==> src/rtl/ddu_loader_pkg.sv <==
// ============================================================================
//  Module      : ddu_loader_pkg
//  Description : Shared constants for the DDU memory loader: FSM state
//                encoding, error codes and bytes per memory word.
//  Revision    : 1.0 - initial release
// ============================================================================
`default_nettype none

package ddu_loader_pkg;

    // Loader FSM state encoding
    localparam int STATE_W = 3;
    localparam logic [STATE_W-1:0] ST_IDLE      = 3'd0;
    localparam logic [STATE_W-1:0] ST_HALT_WAIT = 3'd1;
    localparam logic [STATE_W-1:0] ST_COLLECT   = 3'd2;
    localparam logic [STATE_W-1:0] ST_WRITE     = 3'd3;
    localparam logic [STATE_W-1:0] ST_VERIFY    = 3'd4;
    localparam logic [STATE_W-1:0] ST_DONE      = 3'd5;
    localparam logic [STATE_W-1:0] ST_ERROR     = 3'd6;

    // Error codes reported on err_code
    localparam logic [1:0] ERR_NONE    = 2'd0;
    localparam logic [1:0] ERR_TIMEOUT = 2'd1;
    localparam logic [1:0] ERR_VERIFY  = 2'd2;

    // Bytes packed into one default-width (32-bit) memory word
    localparam int BYTES_PER_WORD = 4;

endpackage

`default_nettype wire

==> src/rtl/ddu_byte_packer.sv <==
// ============================================================================
//  Module      : ddu_byte_packer
//  Description : Packs accepted bytes little-endian into one memory word.
//                Byte k of a word ends up in bits [8k+7:8k]; word_full
//                flags the cycle in which the last byte of a word arrives.
//  Revision    : 1.0 - initial release
// ============================================================================
`default_nettype none

module ddu_byte_packer #(
    parameter int DATA_W = 32
) (
    input  logic              clk,
    input  logic              rst,
    input  logic              clear,
    input  logic              accept,
    input  logic [7:0]        byte_in,
    output logic [DATA_W-1:0] word,
    output logic              word_full
);

    localparam int NB    = DATA_W / 8;
    localparam int IDX_W = (NB > 1) ? $clog2(NB) : 1;
    localparam logic [IDX_W-1:0] C_IDX_LAST = IDX_W'(NB - 1);
    localparam logic [IDX_W-1:0] C_IDX_ONE  = IDX_W'(1);

    logic [IDX_W-1:0]  r_idx;
    logic [DATA_W-1:0] r_word;
    logic [DATA_W-1:0] w_shifted;

    // New bytes enter at the top and move down, so the first byte of a word
    // ends up in the least significant lane after NB shifts.
    generate
        if (NB > 1) begin : g_shift
            assign w_shifted = {byte_in, r_word[DATA_W-1:8]};
        end else begin : g_single
            assign w_shifted = byte_in;
        end
    endgenerate

    assign word_full = accept && (r_idx == C_IDX_LAST);
    assign word      = r_word;

    // Byte index and shift buffer; clear discards any partial word
    always_ff @(posedge clk) begin
        if (rst || clear) begin
            r_idx  <= '0;
            r_word <= '0;
        end else if (accept) begin
            r_word <= w_shifted;
            r_idx  <= (r_idx == C_IDX_LAST) ? '0 : (r_idx + C_IDX_ONE);
        end
    end

endmodule

`default_nettype wire

==> src/rtl/ddu_mem_loader.sv <==
// ============================================================================
//  Module      : ddu_mem_loader
//  Description : Write-side debug port. Halts the CPU through the DDU, packs
//                a byte stream into words and writes them to consecutive
//                memory addresses starting at start_addr.
//  Config      : DDU_LOADER_VERIFY_EN - read back each written word one
//                cycle after the write and flag a mismatch as an error.
//  Revision    : 1.0 - initial release
// ============================================================================
`default_nettype none

module ddu_mem_loader #(
    parameter int ADDR_W      = 8,
    parameter int DATA_W      = 32,
    parameter int TIMEOUT_CYC = 500000
) (
    input  logic              clk,
    input  logic              rst,
    input  logic              start,
    input  logic              abort,
    input  logic [ADDR_W-1:0] start_addr,
    input  logic [ADDR_W:0]   num_words,
    output logic              halt_req,
    input  logic              halt_ack,
    input  logic [7:0]        byte_in,
    input  logic              byte_valid,
    output logic              byte_ready,
    output logic              mem_we,
    output logic [ADDR_W-1:0] mem_addr,
    output logic [DATA_W-1:0] mem_wdata,
    input  logic [DATA_W-1:0] mem_rdata,
    output logic              busy,
    output logic              done,
    output logic              error,
    output logic [1:0]        err_code,
    output logic [ADDR_W:0]   words_done
);

    import ddu_loader_pkg::*;

    localparam int TO_W = $clog2(TIMEOUT_CYC + 1);
    localparam logic [TO_W-1:0]   C_TO_LIMIT = TO_W'(TIMEOUT_CYC);
    localparam logic [TO_W-1:0]   C_TO_ONE   = TO_W'(1);
    localparam logic [ADDR_W-1:0] C_ADDR_ONE = ADDR_W'(1);
    localparam logic [ADDR_W:0]   C_CNT_ONE  = (ADDR_W + 1)'(1);

    logic [STATE_W-1:0] r_state;
    logic [STATE_W-1:0] w_next_state;
    logic [ADDR_W-1:0]  r_cur_addr;
    logic [ADDR_W:0]    r_num;
    logic [ADDR_W:0]    r_words_done;
    logic [1:0]         r_err;
    logic [TO_W-1:0]    r_to_cnt;

    logic               w_accept;
    logic               w_timeout;
    logic               w_last_word;
    logic               w_can_start;
    logic               w_verify_fail;
    logic               w_addr_step;
    logic               w_busy;
    logic               w_drive_mem;
    logic               w_pack_clear;
    logic [DATA_W-1:0]  w_word;
    logic               w_word_full;

    assign w_can_start = (r_state == ST_IDLE) || (r_state == ST_DONE) ||
                         (r_state == ST_ERROR);
    assign w_busy      = (r_state == ST_HALT_WAIT) || (r_state == ST_COLLECT) ||
                         (r_state == ST_WRITE)     || (r_state == ST_VERIFY);
    assign w_timeout   = (r_state == ST_COLLECT) && (r_to_cnt == C_TO_LIMIT);
    // A timeout wins over a byte arriving in the same cycle, so the byte is
    // not acknowledged and the stream keeps it.
    assign byte_ready  = (r_state == ST_COLLECT) && !w_timeout;
    assign w_accept    = byte_valid && byte_ready;
    assign w_last_word = ((r_words_done + C_CNT_ONE) == r_num);

`ifdef DDU_LOADER_VERIFY_EN
    assign w_verify_fail = (r_state == ST_VERIFY) && (mem_rdata != w_word);
    assign w_addr_step   = (r_state == ST_VERIFY) && !w_verify_fail;
`else
    logic w_unused_rdata;
    assign w_unused_rdata = ^mem_rdata;
    assign w_verify_fail  = 1'b0;
    assign w_addr_step    = (r_state == ST_WRITE);
`endif

    // Partial words never survive leaving the write phase of a load
    assign w_pack_clear = !((r_state == ST_COLLECT) || (r_state == ST_WRITE) ||
                            (r_state == ST_VERIFY));

    ddu_byte_packer #(
        .DATA_W (DATA_W)
    ) u_packer (
        .clk       (clk),
        .rst       (rst),
        .clear     (w_pack_clear),
        .accept    (w_accept),
        .byte_in   (byte_in),
        .word      (w_word),
        .word_full (w_word_full)
    );

    // State register
    always_ff @(posedge clk) begin
        if (rst) begin
            r_state <= ST_IDLE;
        end else begin
            r_state <= w_next_state;
        end
    end

    // Next-state logic; abort overrides every other transition
    always_comb begin
        w_next_state = r_state;
        if (abort) begin
            w_next_state = ST_IDLE;
        end else begin
            case (r_state)
                ST_IDLE: begin
                    if (start) w_next_state = ST_HALT_WAIT;
                end
                ST_HALT_WAIT: begin
                    if (halt_ack) begin
                        w_next_state = (r_num == '0) ? ST_DONE : ST_COLLECT;
                    end
                end
                ST_COLLECT: begin
                    if (w_timeout)        w_next_state = ST_ERROR;
                    else if (w_word_full) w_next_state = ST_WRITE;
                end
                ST_WRITE: begin
`ifdef DDU_LOADER_VERIFY_EN
                    w_next_state = ST_VERIFY;
`else
                    w_next_state = w_last_word ? ST_DONE : ST_COLLECT;
`endif
                end
`ifdef DDU_LOADER_VERIFY_EN
                ST_VERIFY: begin
                    // words_done was already bumped when leaving WRITE
                    if (w_verify_fail)              w_next_state = ST_ERROR;
                    else if (r_words_done == r_num) w_next_state = ST_DONE;
                    else                            w_next_state = ST_COLLECT;
                end
`endif
                ST_DONE, ST_ERROR: begin
                    if (start) w_next_state = ST_HALT_WAIT;
                end
                default: w_next_state = ST_IDLE;
            endcase
        end
    end

    // Load context: address, word count, progress and error code
    always_ff @(posedge clk) begin
        if (rst) begin
            r_cur_addr   <= '0;
            r_num        <= '0;
            r_words_done <= '0;
            r_err        <= ERR_NONE;
        end else if (abort) begin
            r_words_done <= '0;
            r_err        <= ERR_NONE;
        end else begin
            if (start && w_can_start) begin
                r_cur_addr   <= start_addr;
                r_num        <= num_words;
                r_words_done <= '0;
                r_err        <= ERR_NONE;
            end
            if (r_state == ST_WRITE) begin
                r_words_done <= r_words_done + C_CNT_ONE;
            end
            // Address wraps silently at the top of the memory
            if (w_addr_step) begin
                r_cur_addr <= r_cur_addr + C_ADDR_ONE;
            end
            if (w_timeout) begin
                r_err <= ERR_TIMEOUT;
            end
            if (w_verify_fail) begin
                r_err <= ERR_VERIFY;
            end
        end
    end

    // Idle-cycle counter between accepted bytes, only live in COLLECT
    always_ff @(posedge clk) begin
        if (rst || (r_state != ST_COLLECT) || w_accept) begin
            r_to_cnt <= '0;
        end else if (r_to_cnt != C_TO_LIMIT) begin
            r_to_cnt <= r_to_cnt + C_TO_ONE;
        end
    end

    assign w_drive_mem = (r_state == ST_WRITE) || (r_state == ST_VERIFY);

    assign halt_req   = w_busy;
    assign busy       = w_busy;
    assign mem_we     = (r_state == ST_WRITE);
    assign mem_addr   = w_drive_mem ? r_cur_addr : '0;
    assign mem_wdata  = w_drive_mem ? w_word : '0;
    assign done       = (r_state == ST_DONE);
    assign error      = (r_state == ST_ERROR);
    assign err_code   = r_err;
    assign words_done = r_words_done;

endmodule

`default_nettype wire
==> config.mk <==
export PLATFORM = sky130hd
export DESIGN_NAME = ddu_mem_loader
export DESIGN_NICKNAME = d
export VERILOG_FILES = /design/src/rtl/ddu_loader_pkg.sv /design/src/rtl/ddu_byte_packer.sv /design/src/rtl/ddu_mem_loader.sv
export SDC_FILE = /design/constraint.sdc
export NUM_CORES = 1
export LEC_CHECK = 0
export CAP_MARGIN = 20
export CORE_MARGIN = 5
export CORE_UTILIZATION = 30
export CTS_BUF_LIST = sky130_fd_sc_hd__clkbuf_8
export DETAILED_ROUTE_END_ITERATION = 7
export PLACE_DENSITY = 0.55
export SLEW_MARGIN = 20
export SYNTH_ARGS = -nofsm -noshare
export SYNTH_HDL_FRONTEND = slang
export SYNTH_SLANG_ARGS = --single-unit
==> constraint.sdc <==
create_clock -name clk -period 5.9 [get_ports clk]
set_clock_uncertainty 0.1 [all_clocks]
set_input_delay 1.18 -clock clk [delete_from_list [all_inputs] [get_ports clk]]
set_output_delay 1.18 -clock clk [all_outputs]
set_load 0.01 [all_outputs]
; ---- Word-level counts from Yosys, hierarchy flattened
; Index checks and enable logic that the tools add are counted.
; Widths: inputs -> output; s select.
[totals]
output_inout_bits = 57
wordCells = 70
register_bits = 83
[op_classes]
n_bitwise = 1
n_eq_ne = 14
n_reduce_logical = 27
mux = 16
addsub = 4
[op_table]
columns = op, count
row1 = $mux 32, 1
row2 = $mux 8, 3
row3 = $add 19x1->19 const B, 1
row4 = $eq 19x19->1 const B, 1
row5 = $ne 19x19->1 const B, 1
row6 = $mux 3, 6
row7 = $mux 9, 2
row8 = $pmux 3 s4, 1
row9 = $logic_or 1x1->1, 11
row10 = $add 9x1->9 const B, 1
row11 = $eq 3x3->1 const B, 3
row12 = $eq 9x9->1, 1
row13 = $logic_not 9->1, 1
row14 = $add 8x1->8 const B, 1
row15 = $eq 3x2->1 const B, 2
row16 = $ne 3x2->1 const B, 2
row17 = $logic_and 1x1->1, 5
row18 = $reduce_and 2->1, 2
row19 = $reduce_bool 2->1, 2
row20 = $eq 3x1->1 const B, 1
row21 = $logic_not 3->1, 1
row22 = $reduce_and 3->1, 1
row23 = $reduce_or 3->1, 1
row24 = $add 2x1->2 const B, 1
row25 = other kinds (8), 10

; ---- Logic depth before layout (Yosys ltp)
; Gate-level depths: netlist (run 1).
[logic_depth]
word_depth = 9
depth_mapped = 10
depth_no_buf = 7

; ---- Cells and area by module
; A second synthesis (run 1) with hierarchy kept.
[hier_totals]
hier_cells = 527
area_unflattened_um2 = 4446.8
[modules_own_cells]
columns = mod, area_per_inst_um2, cells_per_inst, instances
row1 = ddu_mem_loader, 3216.8, 413, 1
row2 = ddu_byte_packer, 1229.9, 114, 1

; ---- Least setup slack after synthesis (run 1)
; Ideal clock, no wire load.
[synth_timing]
kind = reg-to-output
from = register r_state[0]
to = output mem_addr[0]
arrival_ns = 1.587
required_ns = 4.620
slack_ns = 3.033
path_stages_with_launch = 9
cell_sequence = dfxtp_1 > buf_2 > and2b_1 > nand2_1 > inv_1 > clkbuf_1 > nor2_1 > clkbuf_1 > nor2b_1
[synth_via]
elab_chain_len = 3
[synth_rtl]
columns = element, line
row1 = start: declaration, ddu_mem_loader.sv:47  ; logic [STATE_W-1:0] r_state;
row2 = start signal: assignment, ddu_mem_loader.sv:109  ; r_state <= w_next_state;
row3 = $eq 3x2->1 / $eq 3x3->1 (equally long branches), ddu_mem_loader.sv:197  ; assign w_drive_mem = (r_state == ST_WRITE) || (r_state == ST_VERIFY);
row4 = $logic_or 1x1->1 *, ddu_mem_loader.sv:197
row5 = $mux 8 *, ddu_mem_loader.sv:202  ; assign mem_addr = w_drive_mem ? r_cur_addr : '0;
row6 = end: declaration, ddu_mem_loader.sv:29  ; output logic [ADDR_W-1:0] mem_addr,
; Every way passes the cells marked *; elsewhere a longest branch is shown, timed or not.

; ---- Worst setup path in the final report (run 1)
[layout_timing]
from = register r_state[2]
to = output mem_addr[1]
; The elaborated chain is that of the path after synthesis.

==> metrics.txt, run 1 <==
final-layout worst hold slack=0.355 ns; Worst-path clk slew=0.09 ns; violation count after the first detailed-route iteration=227; data arrival time of the critical path=3.12 ns; Clk Latency, worst-skew pair=0.35 ns; setup bufs post-CTS=0; Final ANT Viol Nets=0; Hold Path Class=reg2reg; y dimension of the die=129 µm; filler cell count=1451; count of TritonRoute iterations in the first routing pass=4; post-synthesis sequential area ratio=39.4%; register bit count reported by yosys=83; wire per inst=13.7 µm; Worst EP required=4.62 ns; placeable core region=0.0138 mm²; clock tree from TritonCTS=yes; most common library cell in the layout ignoring fill and taps=sky130_fd_sc_hd__nand2_1; count of different cell masters after synthesis=51; post-synthesis instance total=552; Via Count=3968; post-cts gate resize count=0; total global routing track utilization=13.4%; outcome=finished clean; floorplan row count=43; Synth area leaders=sky130_fd_sc_hd__dfxtp_1, sky130_fd_sc_hd__nand2_1, sky130_fd_sc_hd__a21oi_1; Total Power=1.15 mW; kind of capture point of the worst setup path=output pin; Final Net Count=689; number of primary I/O pins=120; setup repair after global routing missed its margin=false; mean area per synthesized cell=7.64 µm²; count of max-cap constraint violations=0; remaining routing DRC violations=0; synthesized netlist net count=620; cell taking the most area after synthesis=sky130_fd_sc_hd__dfxtp_1; total CTS buffers=9; CTS Root Cell=sky130_fd_sc_hd__clkbuf_8; number of antenna violations at the first check in global routing=0; count of endpoints failing setup in the final report=0; via count of the first global-routing pass=3723; global-route wire length before repair=18200 µm; maximum clock path buffer count=2; highest clock rate=0.227 GHz; LEAKAGE=1.68 nW; Worst VDD drop=0.0925 mV; number of warnings printed during yosys synthesis=0; clock sinks=83; vias per cell=4.92; critical path launch point type=flop; Crit Path Max Fanout=40; Inst Count DP=790; worst slew pin tran=0.972 ns; non-filler instance count after layout=806; top library cells by usage in the layout, fill and taps aside=sky130_fd_sc_hd__nand2_1, sky130_fd_sc_hd__clkdlybuf4s50_1, sky130_fd_sc_hd__dfxtp_1, sky130_fd_sc_hd__nor2_1, sky130_fd_sc_hd__a21oi_1; Slew headroom=35.2%; Final Cycle Share=74.5%; combined area of all synthesized cells=0.00422 mm²; Final GP Congestion=0.820; Remaining Overflow, GRT=0; hold buffer count at CTS=0; crit path kind=reg2out; Routed Wire Length=11000 µm; Period minus WS final=4.40 ns; initial core utilization=30.5%; maximum number of pins on one net before global-route repair=41; placed wire-length estimate after detailed placement=7930 µm; Final Hold Violating Endpoints=0; total inserted antenna cells=0; min setup slack post-route=1.50 ns; fraction of final layout cells sized beyond drive strength 1=4.31%; area delta synth->final=28.5%; Die Footprint=0.0165 mm²; number of port buffers=86; CTS H-tree depth=3; pwr/cell area=212 mW/mm²; Setup TNS Final=0 ns; number of pins with negative max-slew slack in the final report=0; top-area cell type share of the netlist area=39.4%; Setup WS pre-CTS=1.86 ns; Die X=129 µm
logic make-up (layout without fill, tap and decap cells):
| group | after synthesis | after routing | synth area share, % |
|---|---|---|---|
| xor+xnor | 31 | 31 | 6.44 |
| flops | 83 | 83 | 39.4 |
| other cells | 1 | 1 | 0.0889 |
| fa+ha+maj | 5 | 5 | 1.48 |
| buf+inv | 41 | 115 | 4.63 |
| mux | 9 | 9 | 2.14 |
| compound gates | 98 | 98 | 13.3 |
| simple gates | 284 | 284 | 32.5 |
power by group:
part,internal (mW),switching (mW),total (mW)
logic,0.0496,0.0536,0.103
registers,0.568,0.0111,0.579
clock network,0.250,0.214,0.464
per-stage QoR:
| step | utilization (%) | instance area (µm²) |
|---|---|---|
| after floorplan | - | 4220 |
| after global placement | 37.5 | 5190 |
| after detailed placement | 37.5 | 5190 |
| after CTS | 39.2 | 5420 |
| after global routing | 39.2 | 5420 |
| final | 39.2 | 5420 |
worst max-delay path: stages, from the launching register on:
cell and delay, ns:
sky130_fd_sc_hd__dfxtp_1 0.60, sky130_fd_sc_hd__and2b_1 0.28, sky130_fd_sc_hd__nand2_1 0.58, sky130_fd_sc_hd__inv_1 0.15, sky130_fd_sc_hd__nor2_2 0.13, sky130_fd_sc_hd__buf_4 0.38
sky130_fd_sc_hd__nor2b_1 0.13, sky130_fd_sc_hd__clkdlybuf4s50_1 0.50
state kept, by name, indices dropped and copies added (netlist names):
name	cells
u_packer.word	32
r_to_cnt	19
r_num	9
words_done	9
r_cur_addr	8
r_state	3
u_packer.r_idx	2
err_code	1
routing by layer:
layer | up-vias | track usage [%] | wire length, µm | part of all wire (%)
met1 | 1860 | 18.2 | 5270 | 48
met2 | 93 | 20.9 | 5120 | 46
met4 | 0 | 4.69 | 155 | 1.4
met5 | - | 0 | 0 | 0
li1 | 2005 | - | - | -
met3 | 10 | 3.07 | 494 | 4.5
Yosys cell counts (all sizes together):
cell     number
nand3        25
o211ai        1
nand4b        1
buf          15
a41oi         2
o21ai        16
nor3b         2
a2bb2oi       2
xor2         14
and4          1
xnor2        17
nor2         61
nand3b        5
inv           8
a31oi         6
a21oi        57
mux2i         9
a21o          2
nand4         6
nor4          2
o31ai         1
a22o          2
a22oi         2
nand2b        5
and2b         1
nor4b         4
or4           1
a211oi        3
nand2       101
nor2b        41
a311o         1
and3b         1
ha            5
and2          3
and4b         1
clkbuf       18
conb          1
or2           4
and3          4
o41ai         1
a32o          1
nor3          9
a311oi        1
dfxtp        83
or3           6
final cells by class:
cell class | instances | area, µm² | area share [%]
clock buffers | 10 | 138 | 2.54
clock inverters | 6 | 87.6 | 1.62
inverters | 8 | 30.0 | 0.554
multi-input cells | 428 | 2380 | 43.9
flip-flops and latches | 83 | 1660 | 30.7
well taps | 180 | 225 | 4.16
repair buffers | 91 | 898 | 16.6
worst paths after layout:
check | from | endpoint | slack [ns] | cells after the start
max reg2reg | r_state[2]$_SDFFE_PP0P_ | u_packer.word[14]$_SDFFE_PP0P_ | 3.09 | 7
min | u_packer.word[5]$_SDFFE_PP0P_ | u_packer.word[5]$_SDFFE_PP0P_ | 0.35 | 2
min reg2reg | u_packer.word[5]$_SDFFE_PP0P_ | u_packer.word[5]$_SDFFE_PP0P_ | 0.35 | 2
max | r_state[2]$_SDFFE_PP0P_ | mem_addr[1] | 1.50 | 7
Power figures use the tool's default switching activity.
==> inputs of run 2 (changes only) <==
--- a/config.mk
+++ b/config.mk
@@ -10,7 +10,7 @@
 export CORE_UTILIZATION = 30
 export CTS_BUF_LIST = sky130_fd_sc_hd__clkbuf_8
 export DETAILED_ROUTE_END_ITERATION = 7
-export PLACE_DENSITY = 0.55
+export PLACE_DENSITY = 0.57
 export SLEW_MARGIN = 20
 export SYNTH_ARGS = -nofsm -noshare
 export SYNTH_HDL_FRONTEND = slang
==> constraint.sdc (replaced) <==
create_clock -name clk -period 3.9 [get_ports clk]
set_clock_uncertainty 0.1 [all_clocks]
set_input_delay 0.78 -clock clk [delete_from_list [all_inputs] [get_ports clk]]
set_output_delay 0.78 -clock clk [all_outputs]
set_load 0.01 [all_outputs]
==> run 2 against run 1 <==
Sequential power increased by 51%. Highest routed layer unchanged. First-iteration DRC count increased by 33%. Register-to-register slack got worse by 1.6 ns.
==> metrics.txt, run 2 (synthesis gave the netlist of run 1 again) <==
data arrival time of the critical path=2.50 ns (-0.62 ns); total inserted antenna cells=0 (unchanged); portion of total power attributed to the clock network=40.3% (-0.2 points); Routed Wire Length=10900 µm (-1.6%); highest clock rate=0.296 GHz; Die X=129 µm (unchanged); number of pins with negative max-slew slack in the final report=0 (unchanged); CTS Root Cell=sky130_fd_sc_hd__clkbuf_8; count of max-cap constraint violations=0 (unchanged); placed wire-length estimate after detailed placement=7900 µm (-0.32%); kind of capture point of the worst setup path=output pin; total CTS buffers=9 (unchanged); top library cells by usage in the layout, fill and taps aside=sky130_fd_sc_hd__nand2_1, sky130_fd_sc_hd__clkdlybuf4s50_1, sky130_fd_sc_hd__dfxtp_1, sky130_fd_sc_hd__nor2_1, sky130_fd_sc_hd__a21oi_1; Slew headroom=52.4% (+17 points); share of total power in sequential cells=50.6% (about the same); violation count after the first detailed-route iteration=302 (+33%); global-route wire length before repair=17900 µm (-1.6%); Final Hold Violating Endpoints=0 (unchanged); y dimension of the die=129 µm (unchanged); count of TritonRoute iterations in the first routing pass=5 (+1); switching power share of the total=23.2% (-1.1 points); Setup TNS Final=0 ns (unchanged); Period minus WS final=3.38 ns; post-cts gate resize count=0 (unchanged); Final GP Congestion=0.823 (+0.35%); worst slew pin tran=0.711 ns (-0.261 ns); pwr/cell area=317 mW/mm² (+50%); final cell area excluding filler cells=0.00546 mm² (+0.74%); Final Cycle Share=86.7%; clock sinks=83 (unchanged); placeable core region=0.0138 mm² (unchanged); Worst-path clk slew=0.08 ns (about the same); Combinational Power Share=9.1% (about the same); hold buffer count at CTS=0 (unchanged); maximum number of pins on one net before global-route repair=41 (unchanged); Die Footprint=0.0165 mm² (unchanged); number of flip-flops under the largest register name=32 (unchanged); crit path kind=reg2out; Hold Path Class=reg2reg; Clk Latency, worst-skew pair=0.35 ns (about the same); wire per inst=13.4 µm (-2.2%); via count of the first global-routing pass=3809 (+2.3%); critical path launch point type=flop; setup repair after global routing missed its margin=false; Via Count=3908 (-1.5%); Net Sw Power=0.402 mW (+45%); outcome=finished clean; Final Net Count=694 (+0.73%); number of antenna violations at the first check in global routing=0 (unchanged); count of endpoints failing setup in the final report=0 (unchanged); setup bufs post-CTS=0 (unchanged); area delta synth->final=29.4%; most common library cell in the layout ignoring fill and taps=sky130_fd_sc_hd__nand2_1; floorplan row count=43 (unchanged); Remaining Overflow, GRT=0 (unchanged); LEAKAGE=1.72 nW (+2.2%); Final ANT Viol Nets=0 (unchanged); Worst EP required=3.02 ns (-1.60 ns); internal power summed over all cells=1.33 mW (+53%); fraction of final layout cells sized beyond drive strength 1=4.91% (+0.60 points); number of port buffers=86 (unchanged); maximum clock path buffer count=2 (unchanged); area after detailed placement=0.00523 mm² (+0.72%); Crit Path Max Fanout=40 (unchanged); number of primary I/O pins=120 (unchanged); Worst VDD drop=0.151 mV (+64%); initial core utilization=30.5% (unchanged); CTS H-tree depth=3 (unchanged); remaining routing DRC violations=0 (unchanged); total global routing track utilization=13.1% (-0.24 points); clock tree from TritonCTS=yes; vias per cell=4.82 (-2.1%)
==> run 2: power by group through the flow <==
| stage | logic (mW) | registers [mW] | clock network, mW |
|---|---|---|---|
| floorplan | 0.102 | 0.888 | 0 |
| global placement | 0.157 | 0.895 | 0 |
| detailed placement | 0.158 | 0.896 | 0 |
| CTS | 0.159 | 0.876 | 0.719 |
| global route | 0.176 | 0.879 | 0.748 |
| finish | 0.158 | 0.876 | 0.698 |
==> run 2: per-layer routing <==
layer | vias up | share of wire, % | track usage [%] | wire (µm)
li1 | 2003 | - | - | -
met1 | 1814 | 47 | 16.7 | 5130
met2 | 80 | 47 | 21.9 | 5150
met3 | 11 | 4.1 | 2.99 | 448
met4 | 0 | 1.2 | 4.63 | 134
met5 | - | 0 | 0 | 0
==> run 2: worst paths after layout <==
kind                            startpoint                             to  slack [ns]  cells past startpoint
max                r_state[2]$_SDFFE_PP0P_                  mem_wdata[18]        0.52                      7
min          u_packer.word[7]$_SDFFE_PP0P_  u_packer.word[7]$_SDFFE_PP0P_        0.35                      2
max reg2reg     words_done[0]$_SDFFE_PP0N_        r_state[2]$_SDFFE_PP0P_        1.45                      7
min reg2reg  u_packer.word[7]$_SDFFE_PP0P_  u_packer.word[7]$_SDFFE_PP0P_        0.35                      2
==> run 2: final cells by class <==
class / count / area (µm²)
inverter: 8 / 30.0
tap: 180 / 225
fill: 1454 / 8370
sequential: 83 / 1660
clock buffer: 11 / 151
clock inverter: 5 / 76.3
multi-input combinational: 428 / 2380
timing repair buffer: 96 / 936
==> run 2: per-stage QoR <==
stage / hold WS [ns] / utilization, % / setup slack (ns) / power (mW) / cells
floorplan: 0.332 / - / 1.43 / 0.991 / 552
global placement: 0.340 / 37.8 / 0.906 / 1.05 / 795
detailed placement: 0.342 / 37.8 / 0.891 / 1.05 / 795
CTS: 0.354 / 39.5 / 0.496 / 1.75 / 811
global route: 0.378 / 39.5 / 0.313 / 1.80 / 811
finish: 0.352 / 39.5 / 0.520 / 1.73 / 811
==> run 2: worst max-delay path, stage by stage, from the launching register on <==
cell and delay (ns):
sky130_fd_sc_hd__dfxtp_1 0.61, sky130_fd_sc_hd__and2b_1 0.28, sky130_fd_sc_hd__nand2_1 0.09, sky130_fd_sc_hd__inv_1 0.06, sky130_fd_sc_hd__nor2_2 0.09, sky130_fd_sc_hd__buf_4 0.37, sky130_fd_sc_hd__nor2b_1 0.12, sky130_fd_sc_hd__clkdlybuf4s50_1 0.50
